## src/rtl/regwrite_trace_fifo.sv

```systemverilog
// rtl/regwrite_trace_fifo.sv - timestamped multi-port register-write tracer with FWFT drain FIFO
// Optional build macro TRACE_CHANGE_ONLY_EN: trace only writes that change the register value.
module regwrite_trace_fifo #(
    parameter int DATA_W = 32,
    parameter int ADDR_W = 5,
    parameter int NPORTS = 2,
    parameter int DEPTH  = 16,
    parameter int CYC_W  = 16,
    parameter int OVF_W  = 8,
    localparam int PORT_W = (NPORTS > 1) ? $clog2(NPORTS) : 1,
    localparam int LVL_W  = $clog2(DEPTH) + 1
) (
    input  logic                     clk,
    input  logic                     rst,
    input  logic                     enable,
    input  logic [NPORTS-1:0]        wr_en,
    input  logic [NPORTS*ADDR_W-1:0] wr_addr,
    input  logic [NPORTS*DATA_W-1:0] wr_data,
    output logic                     trace_valid,
    input  logic                     trace_ready,
    output logic [CYC_W-1:0]         trace_cycle,
    output logic [PORT_W-1:0]        trace_port,
    output logic [ADDR_W-1:0]        trace_addr,
    output logic [DATA_W-1:0]        trace_data,
    output logic [LVL_W-1:0]         level,
    output logic [OVF_W-1:0]         overflow_cnt
);
    localparam int PTR_W = $clog2(DEPTH);

    logic [CYC_W-1:0]  cyc;
    logic [PTR_W-1:0]  wptr, rptr;
    logic [LVL_W-1:0]  lvl;
    logic [OVF_W-1:0]  ovf;

    logic [CYC_W-1:0]  mem_cyc  [DEPTH];
    logic [PORT_W-1:0] mem_port [DEPTH];
    logic [ADDR_W-1:0] mem_addr [DEPTH];
    logic [DATA_W-1:0] mem_data [DEPTH];

    logic [CYC_W-1:0]  hold_cyc;
    logic [PORT_W-1:0] hold_port;
    logic [ADDR_W-1:0] hold_addr;
    logic [DATA_W-1:0] hold_data;

    logic [NPORTS-1:0] qual, accept;
    logic [PTR_W-1:0]  slot [NPORTS];
    logic [LVL_W-1:0]  free, n_acc, n_drop;
    logic [OVF_W:0]    ovf_sum;
    logic              pop;

`ifdef TRACE_CHANGE_ONLY_EN
    logic [DATA_W-1:0] shadow [2**ADDR_W];
`endif

    assign trace_valid  = (lvl != '0);
    assign pop          = trace_valid && trace_ready;
    assign level        = lvl;
    assign overflow_cnt = ovf;

    // Free space is judged on start-of-cycle occupancy; a same-cycle pop does not help.
    always_comb begin
        free    = LVL_W'(DEPTH) - lvl;
        n_acc   = '0;
        n_drop  = '0;
        qual    = '0;
        accept  = '0;
        for (int p = 0; p < NPORTS; p++) begin
            qual[p] = enable && wr_en[p] && (wr_addr[p*ADDR_W +: ADDR_W] != '0);
`ifdef TRACE_CHANGE_ONLY_EN
            if (wr_data[p*DATA_W +: DATA_W] == shadow[wr_addr[p*ADDR_W +: ADDR_W]])
                qual[p] = 1'b0;
`endif
            slot[p] = wptr + PTR_W'(n_acc);
            if (qual[p]) begin
                if (n_acc < free) begin
                    accept[p] = 1'b1;
                    n_acc     = n_acc + LVL_W'(1);
                end else begin
                    n_drop = n_drop + LVL_W'(1);
                end
            end
        end
        ovf_sum = {1'b0, ovf} + (OVF_W+1)'(n_drop);
    end

    always_comb begin
        if (trace_valid) begin
            trace_cycle = mem_cyc[rptr];
            trace_port  = mem_port[rptr];
            trace_addr  = mem_addr[rptr];
            trace_data  = mem_data[rptr];
        end else begin
            trace_cycle = hold_cyc;
            trace_port  = hold_port;
            trace_addr  = hold_addr;
            trace_data  = hold_data;
        end
    end

    always_ff @(posedge clk) begin
        if (rst) begin
            cyc       <= '0;
            wptr      <= '0;
            rptr      <= '0;
            lvl       <= '0;
            ovf       <= '0;
            hold_cyc  <= '0;
            hold_port <= '0;
            hold_addr <= '0;
            hold_data <= '0;
        end else begin
            cyc  <= cyc + CYC_W'(1);
            wptr <= wptr + PTR_W'(n_acc);
            rptr <= rptr + PTR_W'(pop);
            lvl  <= lvl + n_acc - LVL_W'(pop);
            ovf  <= ovf_sum[OVF_W] ? '1 : ovf_sum[OVF_W-1:0];
            if (trace_valid) begin
                hold_cyc  <= trace_cycle;
                hold_port <= trace_port;
                hold_addr <= trace_addr;
                hold_data <= trace_data;
            end
        end
    end

    always_ff @(posedge clk) begin
        for (int p = 0; p < NPORTS; p++) begin
            if (!rst && accept[p]) begin
                mem_cyc[slot[p]]  <= cyc;
                mem_port[slot[p]] <= PORT_W'(p);
                mem_addr[slot[p]] <= wr_addr[p*ADDR_W +: ADDR_W];
                mem_data[slot[p]] <= wr_data[p*DATA_W +: DATA_W];
            end
        end
    end

`ifdef TRACE_CHANGE_ONLY_EN
    // Ascending port order lets the higher port win an address collision.
    always_ff @(posedge clk) begin
        if (rst) begin
            for (int r = 0; r < 2**ADDR_W; r++)
                shadow[r] <= '0;
        end else begin
            for (int p = 0; p < NPORTS; p++)
                if (enable && wr_en[p] && (wr_addr[p*ADDR_W +: ADDR_W] != '0))
                    shadow[wr_addr[p*ADDR_W +: ADDR_W]] <= wr_data[p*DATA_W +: DATA_W];
        end
    end
`endif

endmodule

```

## config.mk

```make
export PLATFORM = sky130hd
export DESIGN_NAME = regwrite_trace_fifo
export DESIGN_NICKNAME = d
export VERILOG_FILES = /design/src/rtl/regwrite_trace_fifo.sv
export SDC_FILE = /design/constraint.sdc
export NUM_CORES = 1
export LEC_CHECK = 0
export CORE_MARGIN = 3
export CORE_UTILIZATION = 30
export DETAILED_ROUTE_END_ITERATION = 16
export GPL_ROUTABILITY_DRIVEN = 0
export GPL_TIMING_DRIVEN = 0
export PLACE_DENSITY = 0.47
export SYNTH_ARGS = -nofsm -noshare
export SYNTH_HDL_FRONTEND = slang
export SYNTH_SLANG_ARGS = --single-unit
```

## constraint.sdc

```tcl
create_clock -name clk -period 9.4 [get_ports clk]
set_input_delay 2.82 -clock clk [delete_from_list [all_inputs] [get_ports clk]]
set_output_delay 2.82 -clock clk [all_outputs]
set_load 0.02 [all_outputs]
```

==> results of run 1 <==
==> worst min path at each step <==
stage	from	slack, ns	to	cells after the start
after floorplan	mem_port[9]	0.42	mem_port[9]	1
after global placement	mem_port[9]	0.44	mem_port[9]	1
after detailed placement	mem_port[4]	0.45	mem_port[4]	2
after CTS	mem_port[4]	0.46	mem_port[4]	2
after global routing	mem_port[0]	0.48	mem_port[0]	1
final	mem_port[1]	0.47	mem_port[1]	1
==> through the flow <==
stage | std cells | hold WS [ns] | setup WS, ns | instance area [um2]
floorplan | 2536 | 0.421 | 1.24 | 44200
global placement | 4599 | 0.435 | -6.60 | 48100
detailed placement | 4648 | 0.453 | 1.87 | 49300
CTS | 4859 | 0.464 | 1.71 | 52900
global route | 4859 | 0.484 | 1.61 | 52900
finish | 4862 | 0.470 | 1.69 | 52900
==> report_power, final <==
group	total [mW]	internal (mW)	switching [mW]
logic	3.17	1.38	1.79
registers	4.92	4.84	0.0805
clock network	4.29	2.51	1.78
total	12.4	8.74	3.64
==> sequential cells by signal, summed over array words and instances (netlist names) <==
signal	count
mem_port	16
mem_addr	80
hold_port	1
hold_cyc	16
cyc	16
mem_cyc	256
hold_addr	5
wptr	4
rptr	4
mem_data	512
hold_data	32
overflow_cnt	8
level	5
==> cell type report <==
cell class	instances	area share
multi-input combinational	1323	0.293
inverter	19	0.00135
timing repair buffer	195	0.0484
clock inverter	51	0.0101
tap	1917	0.0453
buffer	239	0.0224
clock buffer	160	0.0579
antenna	3	0.000142
sequential	955	0.521
==> per-layer routing <==
metal / GRT usage / share of wire
met3: 0.0404 / 0.063
met4: 0.0465 / 0.023
met5: 0 / 0.00023
met1: 0.252 / 0.43
met2: 0.315 / 0.48
==> cell usage in the layout (no fill, tap or decap), types with 20 or more instances in the layout <==
cell type	Yosys	routed
buf_2	55	55
buf_6	16	20
nand3_1	21	21
clkbuf_16	0	112
o22ai_1	56	56
dfxtp_1	107	107
mux2_4	24	24
clkdlybuf4s50_1	0	146
nor2_1	34	34
a211oi_1	56	56
edfxtp_1	848	848
nor2b_1	62	62
buf_4	26	26
clkbuf_1	127	167
nand2_1	31	29
buf_16	0	25
mux2i_1	55	55
a21o_1	59	59
mux2_2	559	559
mux4_2	216	216
==> kinds of logic after synthesis <==
kind of cell               Yosys count  share of synthesized area
DFF                                955                      0.625
muxes                              863                      0.275
buffers and inverters              258                     0.0284
AOI/OAI and AO/OA                  219                     0.0348
and+or+nand+nor                    190                     0.0242
xor gates and xnor gates            29                    0.00592
adders and majority gates           22                    0.00674
==> results.md, run 1 <==
- Die area: 152,000 um2
- Post-synth ARST share: 0
- IO Pins: about 150
- R2R Path End: mem_data[9][4]
- Count leader, synth: edfxtp_1
- Cells after Synth: 2,536
- Most common flop cell mapped by yosys: edfxtp_1
- Via count: 25,400
- Share of the synthesized area in the top cell type: 0.576
- CP Max Fanout: 10
- Final wirelength: 145,000 um
- Tot Pwr: around 12 mW
- RSZ-0062 raised after global routing: false
- Die height: 390 um
- CTS tree: built
- DR pass1 iterations: 5
- # clock sinks: ~960
- Die W: 390 um
- Final Cycle Share: 0.820
- WP data arrival: 4.89 ns
- #FFs+latches synth: around 960
- Post-synth EDFFs: around 850
- Layout area overhead: 19.8%
- Synth cell count leaders: edfxtp_1 (848), mux2_2 (559), mux4_2 (216)
- Slew Limit Fails: 0
- FF/Latch Area: 27,600 um2
- Count of input and output buffers: 146
- Final Util: 0.363
- First-pass GRT wire length: 204,000 um
- CP Depth: 9
- Fill count: approximately 14,000
- Synthesized net count: 2,638
- Share of cells above drive strength 1: 0.387
- Status: complete, no violations
- CTS max path bufs: 3
- H-tree lvl count: 3
- Seq/Total Area, Yosys: 0.625
- Setup Skew: about 0.027 ns
- Worst Tran Pin Value: 1.27 ns
- Gr usage total: 0.189
- Setup_tns: 0 ns
- Critical Path RT: around 6.6 ns
- Core area: between 100,000 and 150,000 um2
- Vias per std cell: 5.22
- Remaining Overflow, GRT: 0
- Cell Chain, Critical Path: inv_1 -> ha_1 -> and2_1 -> ha_1 -> clkbuf_1 -> clkbuf_1 -> a211oi_1 -> a21o_1 -> clkdlybuf4s50_1
- Starting Density: 0.303
- WL/cell: between 20 and 30 um
- Register-to-register path setup slack: approximately 3.8 ns
- 1st-iter DRT viols: 2,125
- Endpoints failing setup: 0
- DRC viols: 0
- Worst-Skew Late Latency: 0.70 ns
- Delay-heaviest family, CP: buffers and inverters
- Slew HR: 0.141
- Largest net degree at the start of global routing: 30
- CTS Buf Count: about 110
- Post-DRT Antenna Nets: 0
- Crit path from: level[0]
- Fmax: around 0.13 GHz
- Multi-input logic area: 15,500 um2
- Vias in the first global route: 27,000
- Post-Syn Area: 44,200 um2
- Critical path type: flop to output port
- DP HPWL: 97,400 um
- Element type at the critical path end: output port
- Number of library cell types mapped by synthesis: 56
- Power per cell area: ~230 nW/um2
- Maximum VDD drop: roughly 0.00015 V
- Post-CTS Setup Inserts: 0
- Ys Warns: 0
- R2r startpoint: level[0]
- Final Hold Fails: 0
- Reg2Reg Depth: 15
- Worst Hold Class: flop to flop
- Clock-pin slew on the worst setup and hold paths: 0.06 ns
- CP max-delay cell: clkbuf_1
- Max-cap viol count: 0
- Mean Syn Cell Area: 17.4 um2
- CP Launch Type: flop
- Initial antenna violation count: 6
- CP max stage delay: 0.98 ns
- Leakage: 17.2 nW
- Post-CTS Hold Buffers: 0
- Buf+Inv Stages, Crit Path: 4
- Post-layout min period: 7.71 ns
- Area contributors post-synth: edfxtp_1 (58%), mux2_2 (14%), mux4_2 (11%)
- CTS root buffer: clkbuf_16
- Final net count: 2,946
- Num rows: 140
- Worst setup path endpoint: trace_data[17]
- Post-synth top area cell: edfxtp_1
- Cts repair resizes: 0
No activity file was read; power rests on OpenSTA's default activity.
==> run 2, diff against run 1 <==
==> constraint.sdc (replaced) <==
create_clock -name clk -period 6.7 [get_ports clk]
set_input_delay 2.01 -clock clk [delete_from_list [all_inputs] [get_ports clk]]
set_output_delay 2.01 -clock clk [all_outputs]
set_load 0.02 [all_outputs]
==> results.md, run 2 (same netlist as run 1, synthesis figures left out) <==
- Status: complete, no violations
- Largest net degree at the start of global routing: 34
- Post-CTS Hold Buffers: 0
- Slew Limit Fails: 0
- Final net count: approximately 3,000
- Die height: 390 um
- Layout area overhead: 20.0%
- Post-DRT Antenna Nets: 0
- Element type at the critical path end: output port
- Core area: 146,000 um2
- CTS Buf Count: approximately 110
- Tot Pwr: 17.4 mW
- Vias per std cell: 5.26
- Worst Hold Class: flop to flop
- Vias in the first global route: ~27,000
- Die W: 390 um
- CP Max Fanout: 10
- Setup_tns: 0 ns
- Met3 WL post-DR: 9310 um
- Remaining Overflow, GRT: 0
- RSZ-0062 raised after global routing: false
- CTS tree: built
- Final Hold Fails: 0
- Via count: between 20,000 and 30,000
- Post-layout min period: 6.50 ns
- WL/cell: 30.2 um
- 1st-iter DRT viols: 2,114
- First-pass GRT wire length: 206,000 um
- Final Non-Filler Cells: just under 5,000
- IO Pins: 148
- Gr usage total: 0.192
- # clock sinks: ~960
- Placed Instances: 4,652
- Slew HR: 0.166
- Setup Skew: 0.0225 ns
- Endpoints failing setup: 0
- Wire length on met2: around 70,000 um
- Max-cap viol count: 0
- DR pass1 iterations: 6
- Critical Path RT: 4.69 ns
- Commonest non-fill, non-tap cell in the layout: edfxtp_1
- Die area: 152,000 um2
- Fmax: 0.154 GHz
- Met1 wire length: roughly 63,000 um
- Critical path type: flop to output port
- Initial antenna violation count: 10
- DP HPWL: between 90,000 and 100,000 um
- Worst Tran Pin Value: 1.23 ns
- Clock-pin slew on the worst setup and hold paths: 0.06 ns
- Final Util: 0.364
- Max FFs per register: between 500 and 600
- Final wirelength: around 150,000 um
- Power per cell area: 329 nW/um2
- Max layer used: met5
- Count of input and output buffers: 146
- Num rows: 140
- WP data arrival: 4.49 ns
- Most frequent cells in the layout: edfxtp_1 (848), mux2_2 (559), mux4_2 (216)
- Final Cycle Share: 0.971
- Maximum VDD drop: 0.000212 V
- Multi-input logic area: about 16,000 um2
- CP Launch Type: flop
- CTS max path bufs: 3
- FF/Latch Area: 27,600 um2
- H-tree lvl count: 3
- DRC viols: 0
- Leakage: 17.3 nW
- Share of cells above drive strength 1: 0.394
- Fill count: 13,600
- Starting Density: 0.303
- Worst-Skew Late Latency: 0.71 ns
- Worst hold slack: 0.458 ns
- CTS root buffer: clkbuf_16
==> run 2: worst paths after layout <==
kind,startpoint,end,slack [ns],depth (start not counted)
setup / recovery,level[0],trace_data[31],0.20,9
hold / removal,mem_port[4],mem_port[4],0.46,2
setup reg to reg,level[0],mem_data[9][24],1.14,15
hold reg to reg,mem_port[4],mem_port[4],0.46,2
==> run 2: area by class of cell <==
class                      count  share of cell area
inverter                      19             0.00134
clock buffer                 154              0.0575
tap                         1917              0.0452
clock inverter                52              0.0106
multi-input combinational   1323               0.293
antenna                        3            0.000141
sequential                   955               0.520
timing repair buffer         199              0.0491
buffer                       239              0.0224
==> run 2: routing by layer <==
metal / global-route usage / vias up
li1: - / 10800
met1: 0.254 / 13600
met2: 0.315 / 897
met3: 0.0386 / 246
met4: 0.0651 / 8
met5: 0 / -
==> run 2: power breakdown <==
part           internal, mW  total (mW)  switching (mW)  leakage (nW)
logic                  1.95        4.48            2.53          6.91
clock network          3.58        6.05            2.47          1.77
registers              6.79        6.91           0.117          8.58
==> run 2: repair_timing <==
action	4_1_cts	5_1_grt
setup buffers	0	0
resized for setup	6	8
hold endpoints to repair	0	0
endpoints found under the setup margin	8	6
==> run 2: per-stage QoR <==
step	instance area, um2	worst slack (ns)
floorplan	44200	-0.649
global placement	48100	-8.97
detailed placement	49400	0.0325
CTS	53000	-0.0832
global route	53100	0.00224
finish	53100	0.196
==> run 2: worst max-delay path: stages, from the launching register on <==
cell             delay [ns]
dfxtp_1                0.67
inv_1                  0.10
ha_1                   0.24
and2_1                 0.15
ha_1                   0.31
clkbuf_2               0.50
clkbuf_1               0.52
a211oi_1               0.34
a21o_1                 0.26
clkdlybuf4s50_1        0.67
==> run 3, diff against run 2 <==
--- a/config.mk
+++ b/config.mk
@@ -5,6 +5,7 @@
 export SDC_FILE = /design/constraint.sdc
 export NUM_CORES = 1
 export LEC_CHECK = 0
+export CAP_MARGIN = 30
 export CORE_MARGIN = 3
 export CORE_UTILIZATION = 30
 export DETAILED_ROUTE_END_ITERATION = 16
==> constraint.sdc (replaced) <==
create_clock -name clk -period 6.7 [get_ports clk]
set_input_delay 2.01 -clock clk [delete_from_list [all_inputs] [get_ports clk]]
set_output_delay 2.01 -clock clk [all_outputs]
set_load 0.005 [all_outputs]
==> results.md, run 3 (same netlist as run 1, synthesis figures left out) <==
- CTS root buffer: clkbuf_16
- Element type at the critical path end: output port
- Status: complete, no violations
- Critical path type: flop to output port
- Clock-pin slew on the worst setup and hold paths: around 0.060 ns
- IO Pins: 148
- Post-layout min period: approximately 6.6 ns
- Placed Instances: 4,666
- Most frequent cells in the layout: edfxtp_1 (848), mux2_2 (559), mux4_2 (216)
- Die W: between 300 and 400 um
- Final wirelength: around 150,000 um
- WL/cell: around 30 um
- Final Util: 0.365
- Met1 Use GR: 0.256
- 1st-iter DRT viols: 2,190
- Layout area overhead: 20.4%
- Via count: roughly 25,000
- Largest net degree at the start of global routing: 34
- Remaining Overflow, GRT: 0
- CP Max Fanout: 10
- Max FFs per register: approximately 510
- Commonest non-fill, non-tap cell in the layout: edfxtp_1
- Worst Hold Class: flop to flop
- First-pass GRT wire length: 206,000 um
- M2 GR Usage: 0.315
- DP HPWL: 98,100 um
- CTS max path bufs: 3
- Die area: 152,000 um2
- RSZ-0062 raised after global routing: false
- Final Cycle Share: 0.992
- M3 GR Usage: 0.0349
- CTS tree: built
- Vias in the first global route: 27,300
- Post-CTS Hold Buffers: 0
- Setup Skew: 0.0223 ns
- Vias per std cell: 5.23
- H-tree lvl count: 3
- Final Hold Fails: 0
- Core area: 146,000 um2
- CP Launch Type: flop
- WP data arrival: 4.64 ns
- Post-CTS Setup Inserts: 0
- Power per cell area: 320 nW/um2
- Fmax: roughly 0.15 GHz
- Share of cells above drive strength 1: 0.393
- DR pass1 iterations: 5
- Critical Path RT: between 4 and 5 ns
- CTS Buf Count: 107
- Die height: 390 um
- Setup_tns: 0 ns
- Post-DRT Antenna Nets: 0
- # clock sinks: 955
- Worst-Skew Late Latency: 0.72 ns
- Num rows: 140
- Final net count: 2,962
- Slew Limit Fails: 0
- Maximum VDD drop: 0.000206 V
- Leakage: 17.3 nW
- Final Non-Filler Cells: between 4,000 and 5,000
- Max-cap viol count: 0
- Fill count: 13,500
- Count of input and output buffers: around 150
- Initial antenna violation count: 7
- Worst Tran Pin Value: roughly 1.0 ns
- GRT busiest layer: met2
- Starting Density: 0.303
- DRC viols: 0
- Endpoints failing setup: 0
- Slew HR: 0.300
- Gr usage total: 0.192
run 3: cell count changes in the layout (fill, tap and decap cells not counted), sizes merged:
| cell | change |
|---|---|
| clkinvlp | -1 |
| clkbuf | -5 |
| diode | +1 |
| inv | -1 |
| clkinv | +6 |
| bufinv | -1 |
| buf | +16 |
run 3: final timing paths:
kind / start / end / slack (ns) / cells after the start
setup reg to reg: level[0] / mem_data[9][24] / 1.18 / 15
hold reg to reg: mem_port[9] / mem_port[9] / 0.46 / 1
hold / removal: mem_port[9] / mem_port[9] / 0.46 / 1
setup / recovery: level[0] / trace_addr[2] / 0.05 / 9
run 3: what timing repair did:
action	in CTS	in global routing
endpoints found under the hold margin	0	0
endpoints found under the setup margin	3	4
resized for setup	0	4
run 3: per-stage QoR:
step                      hold WS, ns  power (mW)  cell area [um2]  setup slack (ns)
final                           0.465        17.0            53200            0.0532
after global routing            0.480        17.7            53200           0.00416
after CTS                       0.457        17.3            53200           -0.0236
after detailed placement        0.443        11.3            49600            0.0756
after global placement          0.434        11.2            48100             -8.97
after floorplan                 0.421        9.33            44200            -0.645
run 3: layout make-up:
| class | instances | area [um2] | share of cell area |
|---|---|---|---|
| sequential | 955 | 27600 | 0.519 |
| multi-input combinational | 1323 | 15500 | 0.292 |
| clock buffer | 149 | 2980 | 0.0559 |
| timing repair buffer | 215 | 2840 | 0.0533 |
| tap | 1917 | 2400 | 0.0451 |
| buffer | 239 | 1180 | 0.0223 |
| clock inverter | 55 | 594 | 0.0112 |
| inverter | 19 | 71.3 | 0.00134 |
| antenna | 4 | 10.0 | 0.000188 |
run 3: critical path: stages, from the launching register on:
cell,delay (ns)
dfxtp_1,0.70
inv_1,0.12
ha_1,0.25
and2_1,0.15
ha_1,0.30
clkbuf_2,0.48
clkbuf_1,0.57
a211oi_1,0.66
a21o_1,0.16
clkdlybuf4s50_1,0.50
run 3: metal layers:
metal / wire length [um] / vias up / part of all wire
met5: 38 / - / 0.00026
met3: 9330 / 248 / 0.064
met2: 70200 / 890 / 0.48
met1: 62500 / 13500 / 0.43
li1: - / 10800 / -
met4: 4330 / 6 / 0.030
run 3: report_power, final:
| group | internal, mW | total, mW | leakage, nW | switching, mW |
|---|---|---|---|---|
| clock network | 3.49 | 5.97 | 1.74 | 2.48 |
| registers | 6.79 | 6.91 | 8.58 | 0.117 |
| logic | 1.95 | 4.14 | 7.01 | 2.19 |
| total | 12.2 | 17.0 | 17.3 | 4.79 |
==> edit, RTL diff (config.mk and constraints of run 3) <==
Put one more register stage on the output `level`, cleared by the reset. The value now appears one clock later. The other outputs are not delayed to match.
--- a/src/rtl/regwrite_trace_fifo.sv
+++ b/src/rtl/regwrite_trace_fifo.sv
@@ -56,3 +56,9 @@
     assign pop          = trace_valid && trace_ready;
-    assign level        = lvl;
+    always_ff @(posedge clk) begin
+        if (rst) begin
+            level <= '0;
+        end else begin
+            level <= lvl;
+        end
+    end
     assign overflow_cnt = ovf;
Behaviour: not the same (a bounded check fails within 4 cycles, from zero or initial values and one cycle with rst high).
==> edit against run 3 <==
Cell count is 0.21% higher. Sequential cell count is 5 higher. Register-to-register slack better by 360 ps. Setup slack better by 240 ps. Final area is 0.20% lower. Core utilization is 0.16 points lower. First-iteration DRC count is 0.91% higher. Synthesized area is 0.28% higher. Power is 1.1% lower. Wire length is 0.21% higher. Global-route usage hardly changed. Critical path type unchanged.
==> edit: results (changes against run 3) <==
| Metric | Value |
|---|---|
| Clock buffer count in the final layout | 142 (-4.7%) |
| Synth top cells by count | sky130_fd_sc_hd__edfxtp_1 (848), sky130_fd_sc_hd__mux2_2 (542), sky130_fd_sc_hd__mux4_2 (216), sky130_fd_sc_hd__clkbuf_1 (122), sky130_fd_sc_hd__dfxtp_1 (112) |
| Share of synthesized area spent on multiplexers | 0.275 (-0.000770) |
| Pre-CTS worst setup slack | 64.8 ps (-10.8 ps) |
| Data arrival time of the critical path | 4390 ps (-250 ps) |
| Final non-clock buffer share | 0.0738 (-0.00178) |
| Total routing resource utilization after global routing | 0.192 (+0.000300) |
| Total clock buffers created by CTS | 109 (+1.9%) |
| XOR/XNOR share of the synthesized area | 0.00573 (-0.000186) |
| Multi-input logic portion of the cell area | 0.292 (about the same) |
| Number of ordinary and repair buffers in the finished layout | 453 (-0.22%) |
| Largest net degree at the start of global routing | 29 (-15%) |
| Clk_lat worst skew | 750 ps (+30 ps) |
| Share of post-route cells with drive strength above 1 | 0.386 (-0.00721) |
| Net count after synthesis | 2649 (+0.42%) |
| Sinks on the clock net | 960 (+0.52%) |
| Filler cells | 13.6k (+0.49%) |
| Post-layout instance area | 0.0531 mm2 (-0.20%) |
| Fraction of area in clock buffers and inverters | 0.0655 (-0.00156) |
| Remaining max-slew budget at the tightest pin | 0.310 (+0.0101) |
| Outcome | completed |
| Yosys cell types | 54 (-3.6%) |
| Cell area reported after detailed placement | 0.0496 mm2 (about the same) |
| Overall power of the completed layout | 0.0168 W (-1.1%) |
| HPWL after detailed placement | 97800 um (-0.26%) |
| Number of antenna violations at the first check in global routing | 15 (+8) |
-- edit: cell count changes after synthesis, sizes merged --
| cell | change |
|---|---|
| buf | +6 |
| clkbuf | -5 |
| dfxtp | +5 |
| nor2 | +5 |
-- edit: path summary, 6_finish.rpt --
path,from,end,depth (start not counted)
max reg2reg,lvl[0],mem_data[10][8],17
max,rptr[3],trace_data[2],8
min reg2reg,mem_port[12],mem_port[12],2
min,mem_port[12],mem_port[12],2
-- edit: what timing repair did --
item / in CTS / in global routing
pin swaps: 0 / 0
setup endpoints to repair: 1 / 1
resized for setup: 1 / 1
buffers inserted: 0 / 0
hold endpoints to repair: 0 / 0
-- edit: metal layers --
layer	GRT usage	up-vias	part of all wire
li1	-	10900	-
met1	0.261	13600	0.43
met2	0.314	857	0.48
met3	0.0386	210	0.064
met4	0.0504	4	0.024
met5	0	-	0.00018
